==> config.mk <==
export PLATFORM = sky130hd
export DESIGN_NAME = rf_write_arbiter
export DESIGN_NICKNAME = d
export VERILOG_FILES = /design/src/rtl/rf_write_arbiter.sv
export SDC_FILE = /design/constraint.sdc
export NUM_CORES = 1
export LEC_CHECK = 0
export ABC_AREA = 1
export CORE_AREA = 2 2 122 76
export DETAILED_ROUTE_END_ITERATION = 6
export DIE_AREA = 0 0 124 78
export GPL_ROUTABILITY_DRIVEN = 1
export PLACE_DENSITY = 0.62
export SETUP_SLACK_MARGIN = 0.1
export SYNTH_ARGS = -nofsm -noshare
export SYNTH_HDL_FRONTEND = slang
export SYNTH_SLANG_ARGS = --single-unit
==> constraint.sdc <==
create_clock -name clk -period 1.15 [get_ports clk]
set_input_delay 0.23 -clock clk [delete_from_list [all_inputs] [get_ports clk]]
set_output_delay 0.23 -clock clk [all_outputs]
set_load 0.02 [all_outputs]
==> src/rtl/rf_write_arbiter.sv <==
// rf_write_arbiter: two-requester round-robin writeback arbiter feeding a
// single register-file write port. Grants are combinational; the selected
// write is registered and issued to the register file one cycle later.
// Writes to register 0 are accepted but never issued.
// Optional feature: define RF_WRITE_ARBITER_HAZARD_EN to build the
// read-after-write collision outputs hazard_a / hazard_b; otherwise they
// are tied low.
module rf_write_arbiter #(
  parameter int AW = 8,
  parameter int DW = 32
) (
  input  logic          clk,
  input  logic          rst,
  input  logic          en,
  input  logic          req0_valid,
  input  logic [AW-1:0] req0_addr,
  input  logic [DW-1:0] req0_data,
  input  logic          req1_valid,
  input  logic [AW-1:0] req1_addr,
  input  logic [DW-1:0] req1_data,
  output logic          req0_ready,
  output logic          req1_ready,
  output logic          we,
  output logic [AW-1:0] addr_wr,
  output logic [DW-1:0] data_in,
  input  logic [AW-1:0] chk_addr_a,
  input  logic [AW-1:0] chk_addr_b,
  output logic          hazard_a,
  output logic          hazard_b
);

  // Which requester wins when both are valid.
  typedef enum logic {
    PREF_REQ0 = 1'b0,
    PREF_REQ1 = 1'b1
  } pref_e;

  pref_e         ptr_q, ptr_d;
  logic          we_q, we_d;
  logic [AW-1:0] addr_q, addr_d;
  logic [DW-1:0] data_q, data_d;

  logic          grant0, grant1;
  logic [AW-1:0] sel_addr;
  logic [DW-1:0] sel_data;

  // Grant selection: single valid wins outright, a tie goes to the pointer.
  always_comb begin
    // NOTE: every combinational output gets a default first so no path
    // leaves it unassigned, which would otherwise infer a latch.
    grant0 = 1'b0;
    grant1 = 1'b0;
    if (!rst && en) begin
      if (req0_valid && req1_valid) begin
        grant0 = (ptr_q == PREF_REQ0);
        grant1 = (ptr_q == PREF_REQ1);
      end else begin
        grant0 = req0_valid;
        grant1 = req1_valid;
      end
    end
  end

  assign req0_ready = grant0;
  assign req1_ready = grant1;

  // Next-state: load the granted write, rotate priority away from the winner.
  always_comb begin
    sel_addr = grant1 ? req1_addr : req0_addr;
    sel_data = grant1 ? req1_data : req0_data;
    ptr_d    = ptr_q;
    we_d     = 1'b0;
    addr_d   = addr_q;
    data_d   = data_q;
    if (grant0 || grant1) begin
      ptr_d  = grant0 ? PREF_REQ1 : PREF_REQ0;
      // Register 0 is hard-wired; the transfer completes but nothing is written.
      we_d   = (sel_addr != '0);
      addr_d = sel_addr;
      data_d = sel_data;
    end
  end

  // Write-port and priority registers, cleared asynchronously.
  always_ff @(posedge clk or posedge rst) begin
    // NOTE: sequential state uses non-blocking assignments so every register
    // samples pre-edge values regardless of statement order.
    if (rst) begin
      ptr_q  <= PREF_REQ0;
      we_q   <= 1'b0;
      addr_q <= '0;
      data_q <= '0;
    end else begin
      ptr_q  <= ptr_d;
      we_q   <= we_d;
      addr_q <= addr_d;
      data_q <= data_d;
    end
  end

  assign we      = we_q;
  assign addr_wr = addr_q;
  assign data_in = data_q;

`ifdef RF_WRITE_ARBITER_HAZARD_EN
  // A read issued to the register being written this cycle sees stale data.
  assign hazard_a = we_q && (chk_addr_a == addr_q) && (chk_addr_a != '0);
  assign hazard_b = we_q && (chk_addr_b == addr_q) && (chk_addr_b != '0);
`else
  // Collision detection not built; read addresses are intentionally ignored.
  logic unused_chk;
  assign unused_chk = ^{chk_addr_a, chk_addr_b};
  assign hazard_a   = 1'b0;
  assign hazard_b   = 1'b0;
`endif

endmodule

* Yosys cells after proc, flatten, opt, wreduce, memory -nomap -nowiden *
Index checks and enable logic that the tools add are counted.
Widths: inputs -> output; s select.

cells by class
  multiplexer cells = 8
  bitwise operators = 1
  reductions and logical operators = 5

operator list
  operator           count
  $mux 32            1
  $mux 8             1
  $reduce_bool 8->1  1
  $mux 1             6
  $logic_and 1x1->1  2
  $logic_not 1->1    1
  $logic_or 1x1->1   1
  $not 1->1          1

word-level totals
  bits in registers = 42
  input port bits = 101
  output and inout port bits = 45
  word-level logic and storage cells = 18

* Longest topological paths before layout *
Gate-level depths: netlist (run 1).

  word-level depth = 6
  mapped depth = 9

* Least setup slack after synthesis (run 1) *
No wires, ideal clock.

  path type = register -> register
  start = register ptr_q
  end = register we_q (netlist: we)
  arrival = 1.097 ns
  required time = 1.029 ns
  path slack = -0.068 ns
  stages on the path, launching flop included = 10
  cell sequence = dfrtp_1 -> inv_1 -> nand2_2 -> nand3_4 -> buf_6 -> nand2_1 -> nand2_1 -> nand2_1 -> nor2_1 -> a21oi_2

on the way
  longest elaborated chain between the ends = 5
  elaborated cells between the ends (all ways) = 9
  classes of those cells = 6 x mux; 1 x bitwise; 2 x reduce/logical

RTL lines
  element                                                line    source
  from (decl)                                            38      pref_e ptr_q, ptr_d;
  from (signal assigned)                                 94      ptr_q <= ptr_d;
  $mux 1 or $not 1->1 (tied branches)                    54, 55
  $mux 1 (on tied branches)                              53, 54
  $mux 8 or $mux 1 (tied branches)                       69, 53
  $reduce_bool 8->1 or $logic_or 1x1->1 (tied branches)  78, 75
  $mux 1 *                                               75      if (grant0 || grant1) begin
  net we_d                                               39      logic we_q, we_d;
  to (signal assigned)                                   95      we_q <= we_d;
  to (decl)                                              39

Mark *: on every way through the listed nets, which the timed path passes. The rest lies on a longest branch.
A chain may end at the register's enable or synchronous reset.

* Final worst setup path (run 1) *
  start = register ptr_q
  end = output port req1_ready

on the way
  longest elaborated chain between the ends = 2

RTL lines
  element    line  source
  $mux 1     54    if (req0_valid && req1_valid) begin
  $mux 1     53    if (!rst && en) begin
  to (decl)  22    output logic req1_ready,

No other way between the ends.

==> out/results.txt, run 1 <==
DRC viols: 0
Register area: 1050 sq um
Netlist cell types: 19
Synth Area in Compound Gates: 18.6%
CP required: 0.92 ns
Seq/Total Area, Yosys: 50.2%
Worst-path clk slew: 0.06 ns
Dominant cell type by area after synthesis: dfrtp_1
Clk_lat worst skew: 0.28 ns
Root Buffer: clkbuf_16
Port bufs: 127
Number of fill cells: 824
Crit path to: req1_ready
Reg2reg start: ptr_q$_DFFE_PP0P_
Initial antenna violation count: 0
#FFs+latches synth: 42
First-pass GRT wire length: 11.7 mm
# H-tree levels: 2
Mapped Area: 2090 sq um
Synth area leaders: dfrtp_1, a21oi_1, nand2_1
Synth Area in Adders: 0%
Die width: 124 um
Area of the multi-input gates: 938 sq um
Worst reg2reg setup slack: -0.18 ns
Die area: 9670 sq um
Tcrit/Tclk final: 119%
Avg Cell Area, Syn: 7.96 sq um
Area growth syn-to-layout: 98.3%
FMAX: 733 MHz
Post-Synth XOR/XNOR Area: 0%
Synth Area in Simple Gates: 21.6%
DIE HEIGHT: 78 um
Failing checks: setup timing
Hold Vio Cnt, Final: 0
CTS tree: built
Post-place setup slack: -0.889 ns
Post-DRT Antenna Nets: 0
DR iter-0 viols: 98
Final setup viols: 41
DRT Wirelength: 7.51 mm
Vias per cell: 4.42
RSZ-0062 raised after global routing: true
CTS buffer count: 5
Wirelength per Cell: 13.9 um
Status: finished, violations left
Crit Path Max Fanout: 4
Core region area: 8460 sq um
Yosys warns: 0
Mux cell area share after synthesis: 0%
Vias in the first global route: 2,355
Largest net degree at the start of global routing: 34
Commonest non-fill, non-tap cell in the layout: clkdlybuf4s50_1
Worst Setup End Kind: primary output
Critical path class: reg -> out
PD cells: 1320 nW/um^2
Worst Hold Class: in -> async
Final worst slack: -0.214 ns
Num ports: 146
Top cell type's share of synthesized area: 50.2%
Crit start category: register
Worst ir drop on vdd: 587 uV
Most frequent cells in the layout: clkdlybuf4s50_1, a21oi_1, nand2_1
Post-layout nets: 528
Initial Util: 24.8%
Cells after Synth: 263
Clk buf depth: 2
R2R cell count: 9
CTS Hold Bufs: 0
Clock tree sinks: 42
Total gr overflow: 0
Post-DP HPWL: 5.20 mm
Origin of the worst setup path: ptr_q$_DFFE_PP0P_
Row cnt: 26
Max-Cap Viols: 0
GRT Total Usage: 15.1%
TritonRoute pass-1 iters: 4
Routed vias: 2,386
Worst EP arrival: 1.13 ns
Main combinational cell family by area after synthesis: simple AND/OR/NAND/NOR gates
R2R Path End: we$_DFF_PP0_
Slew Limit Fails: 0
Number of diodes: 0
Placer congestion estimate: 0.755
Layout cells sized above 1: 30.4%
Leak pwr: 1.97 nW
Post-Route Skew: 0.00694 ns
Power, Total: 5.49 mW
Fin crit period: 1.36 ns
==> synth_stat cells, drive strengths merged <==
cell type	number
dfrtp	42
buf	18
nand2	63
conb	1
nor2	35
inv	20
o21ai	9
nand4	7
a21oi	66
nand3	1
o21bai	1
==> worst min-delay path by stage <==
stage                           startpoint                      end  slack (ns)  cells after the start
CTS                                    rst  data_in[30]$_DFFE_PP0P_        0.27                      4
detailed placement  addr_wr[7]$_DFFE_PP0P_   addr_wr[7]$_DFFE_PP0P_        0.48                      2
global route                           rst   addr_wr[2]$_DFFE_PP0P_        0.28                      4
global placement    addr_wr[7]$_DFFE_PP0P_   addr_wr[7]$_DFFE_PP0P_        0.46                      2
floorplan                              rst   addr_wr[0]$_DFFE_PP0P_        0.22                      1
finish                                 rst   addr_wr[7]$_DFFE_PP0P_        0.27                      4
==> stage by stage <==
stage	cells	TNS, ns	cell area (sq um)	hold WS (ns)	utilization [%]
2_1_floorplan	264	-0.308	2110	0.222	-
3_3_place_gp	508	-30.69	3610	0.463	42.6
3_5_place_dp	508	-32.28	3610	0.475	42.6
4_1_cts	528	-4.54	3890	0.273	46.1
5_1_grt	540	-7.37	4150	0.282	49.1
6_report	540	-3.83	4150	0.269	49.1
==> final cells by class <==
class                           count  area share [%]
Clock buffer                        5            3.01
Clock inverter                      3           0.512
Inverter                           20            1.96
Multi-Input combinational cell    184            22.6
Sequential cell                    42            25.3
Tap cell                          112            3.37
Timing Repair Buffer              174            43.2
==> layer usage <==
| metal | part of all wire (%) | track usage [%] |
|---|---|---|
| met1 | 45 | 20.4 |
| met2 | 45 | 23.5 |
| met3 | 9.6 | 5.66 |
| met4 | 0.21 | 2.25 |
| met5 | 0 | 0 |
==> cell families (layout without fill, tap and decap cells) <==
group / count (synthesis) / count (layout)
and+or+nand+nor: 106 / 106
DFF: 42 / 42
buffers and inverters: 38 / 202
AOI/OAI and AO/OA: 76 / 76
other: 1 / 2
==> where the power goes <==
group / internal [mW] / total [mW] / switching [mW] / leakage (nW)
clock network: 0.804 / 1.39 / 0.585 / 0.0698
logic: 1.19 / 2.16 / 0.971 / 1.42
registers: 1.74 / 1.95 / 0.201 / 0.477
total: 3.74 / 5.49 / 1.76 / 1.97
==> critical path: stages, from the launching register on <==
cell and delay, ns:
dfrtp_1 0.40, inv_2 0.09, nand2_4 0.06, nand3_4 0.13, inv_4 0.06, buf_6 0.13
==> registers in the layout, indices dropped and copies added (netlist names) <==
register,cells
addr_wr,8
data_in,32
we,1
ptr_q,1
==> timing repair <==
item	4_1_cts	5_1_grt
cloned	0	2
pin swaps	9	4
hold endpoints to repair	0	0
resized for setup	265	41
setup buffers	12	11
endpoints found under the setup margin	85	84
Power figures use the tool's default switching activity.
==> run 2: changes to the inputs <==
--- a/config.mk
+++ b/config.mk
@@ -12,6 +12,7 @@
 export GPL_ROUTABILITY_DRIVEN = 1
 export PLACE_DENSITY = 0.62
 export SETUP_SLACK_MARGIN = 0.1
+export SLEW_MARGIN = 20
 export SYNTH_ARGS = -nofsm -noshare
 export SYNTH_HDL_FRONTEND = slang
 export SYNTH_SLANG_ARGS = --single-unit
==> results of run 2 <==
No change in the layout: final DEF, timing and power equal those of run 1.
==> RTL edit, RTL diff (settings of run 1) <==
Reset style: synchronous (`rst`), changed in one clocked block. Comments in the files are not updated.
--- a/src/rtl/rf_write_arbiter.sv
+++ b/src/rtl/rf_write_arbiter.sv
@@ -82,7 +82,7 @@
   end
 
   // Write-port and priority registers, cleared asynchronously.
-  always_ff @(posedge clk or posedge rst) begin
+  always_ff @(posedge clk) begin
     // NOTE: sequential state uses non-blocking assignments so every register
     // samples pre-edge values regardless of statement order.
     if (rst) begin
Behaviour: differs if rst is asserted again (counterexample within 4 cycles, from zero or initial values and one cycle with rst high); with rst held inactive, the same outputs for 10 cycles.
==> RTL edit against run 1 <==
- count of clock-buffer cells in the layout rose by 2
- final area shrank 6.3%
- die area did not move
- setup slack gained 0.10 ns
- register-to-register slack improved by 0.12 ns
- power shrank 23%
- critical path depth unchanged
- the flow still finishes with violations (negative setup slack)
- critical endpoint unchanged
- synthesized area rose by 2.2%
- fmax up 8.1%
- wire length decreased by 4.0%
- combinational power decreased by 46%
- sequential cell count stayed put
==> RTL edit: results (changes against run 1) <==
grt_start_max_net_pins: 33  # -2.9%
worst_r2r_endpoint: "we"
first_iter_violations: 55  # -44%
drt-total-wl_um: 7210  # -4.0%
worstPathMaxFanout: 3  # -1
setup_violations: 29  # -29%
failed_checks: "negative setup slack"
startpoint: "ptr_q"
ys_seq_area_frac: 0.393  # -0.109
grt_usage: 0.145  # -0.00600
placedCellCount: 544  # +7.1%
whs_ns: 0.446  # +0.177 ns
critPathSlowestCell: "dfxtp_2"
clock_skew_ns: 0.00494  # -0.00200 ns
diodes: 0  # unchanged
max_stage_delay_ns: 0.34  # -0.06 ns
via_per_inst: 4.31  # -2.3%
synth_commonest_cells: "93 x nand2_1, 59 x inv_1, 42 x dfxtp_1, 40 x o211ai_1, 32 x nand3_1"
synthTopCellsByArea: "dfxtp_1 39%, nand2_1 16%, o211ai_1 14%"
synth_compound_area_frac: 0.153  # -0.0337
ir_drop_mv: 0.474  # -19%
largest_reg_flops: 32  # unchanged
reg2reg_depth: 8  # -1
fill_cells: 852  # +3.4%
async_reset_ff_frac: 0  # -1.00
rrSetupSlack_ns: -0.06  # +0.12 ns
synthCells: 308  # +17%
post-route-worst-setup-slack_ns: -0.112  # +0.102 ns
dp_hpwl_um: 5100  # -1.9%
p_int_mw: 3.06  # -18%
layout-drive-gt1-share: 0.256  # -0.0482
gp_congestion: 0.759  # +0.53%
outcome: "finished, violations left"
grt_pass1_wl_um: 11200  # -4.2%
grt_pass1_vias: 2365  # +0.42%
fin_nets: 550  # +4.2%
hold_path.class: "input pin to register"
==> RTL edit: logic make-up (layout without fill, tap and decap cells) <==
group | after synthesis | count (layout)
flip-flops | 42 | 42
AO/OA/AOI/OAI | 44 | 44
AND/OR/NAND/NOR | 139 | 139
other | 1 | 2
buffers and inverters | 82 | 223
==> RTL edit: cell type report <==
type,count,share of cell area
inverters,60,0.0618
clock inverters,1,0.00129
well taps,112,0.0360
repair buffers,155,0.381
flip-flops and latches,42,0.218
clock buffers,7,0.0367
multi-input cells,185,0.266
==> RTL edit: power by group through the flow <==
| stage | registers (mW) | clock network (mW) | logic [mW] |
|---|---|---|---|
| 6_report | 1.64 | 1.40 | 1.17 |
| 5_1_grt | 1.65 | 1.52 | 1.26 |
| 4_1_cts | 1.63 | 1.47 | 1.10 |
| 2_1_floorplan | 1.79 | 0 | 0.371 |
| 3_5_place_dp | 1.66 | 0 | 1.12 |
| 3_3_place_gp | 1.66 | 0 | 1.12 |
==> RTL edit: layer usage <==
metal  wire length [um]  track usage  part of all wire  up-vias
li1                   -            -                 -     1262
met1               3500        0.194              0.48     1076
met5                  0            0                 0        -
met2               3050        0.229              0.42       77
met3                581       0.0463             0.081       10
met4                 80       0.0303             0.011        0
==> RTL edit: worst min path at each step <==
stage	from	to	depth (start not counted)
finish	rst	ptr_q	4
global route	rst	ptr_q	4
CTS	rst	ptr_q	4
detailed placement	data_in[4]	data_in[4]	2
global placement	data_in[9]	data_in[9]	2
floorplan	rst	data_in[24]	3
==> RTL edit: timing repair <==
item                                    CTS  global route
cloned                                    3             0
resized for setup                       204            54
setup buffers                             5             2
pin swaps                                 4             1
endpoints found under the hold margin     0             0
endpoints found under the setup margin   85            65
==> RTL edit: critical path: cells and delay by family, from the launching register on <==
| family | cells | cell delay (ns) |
|---|---|---|
| DFF | 1 | 0.34 |
| buffers and inverters | 3 | 0.25 |
| and+or+nand+nor | 2 | 0.16 |
==> RTL edit: through the flow <==
stage          cell area [um^2]  utilization  total power [mW]  worst slack [ns]  setup TNS [ns]
2_1_floorplan              2220            -              2.17           -0.0185         -0.0217
3_3_place_gp               3620        0.428              2.78            -0.886          -31.78
3_5_place_dp               3620        0.428              2.78            -0.895          -33.23
4_1_cts                    3720        0.440              4.20           -0.0973           -1.93
5_1_grt                    3890        0.460              4.43            -0.165           -4.55
6_report                   3890        0.460              4.21            -0.112          -0.644
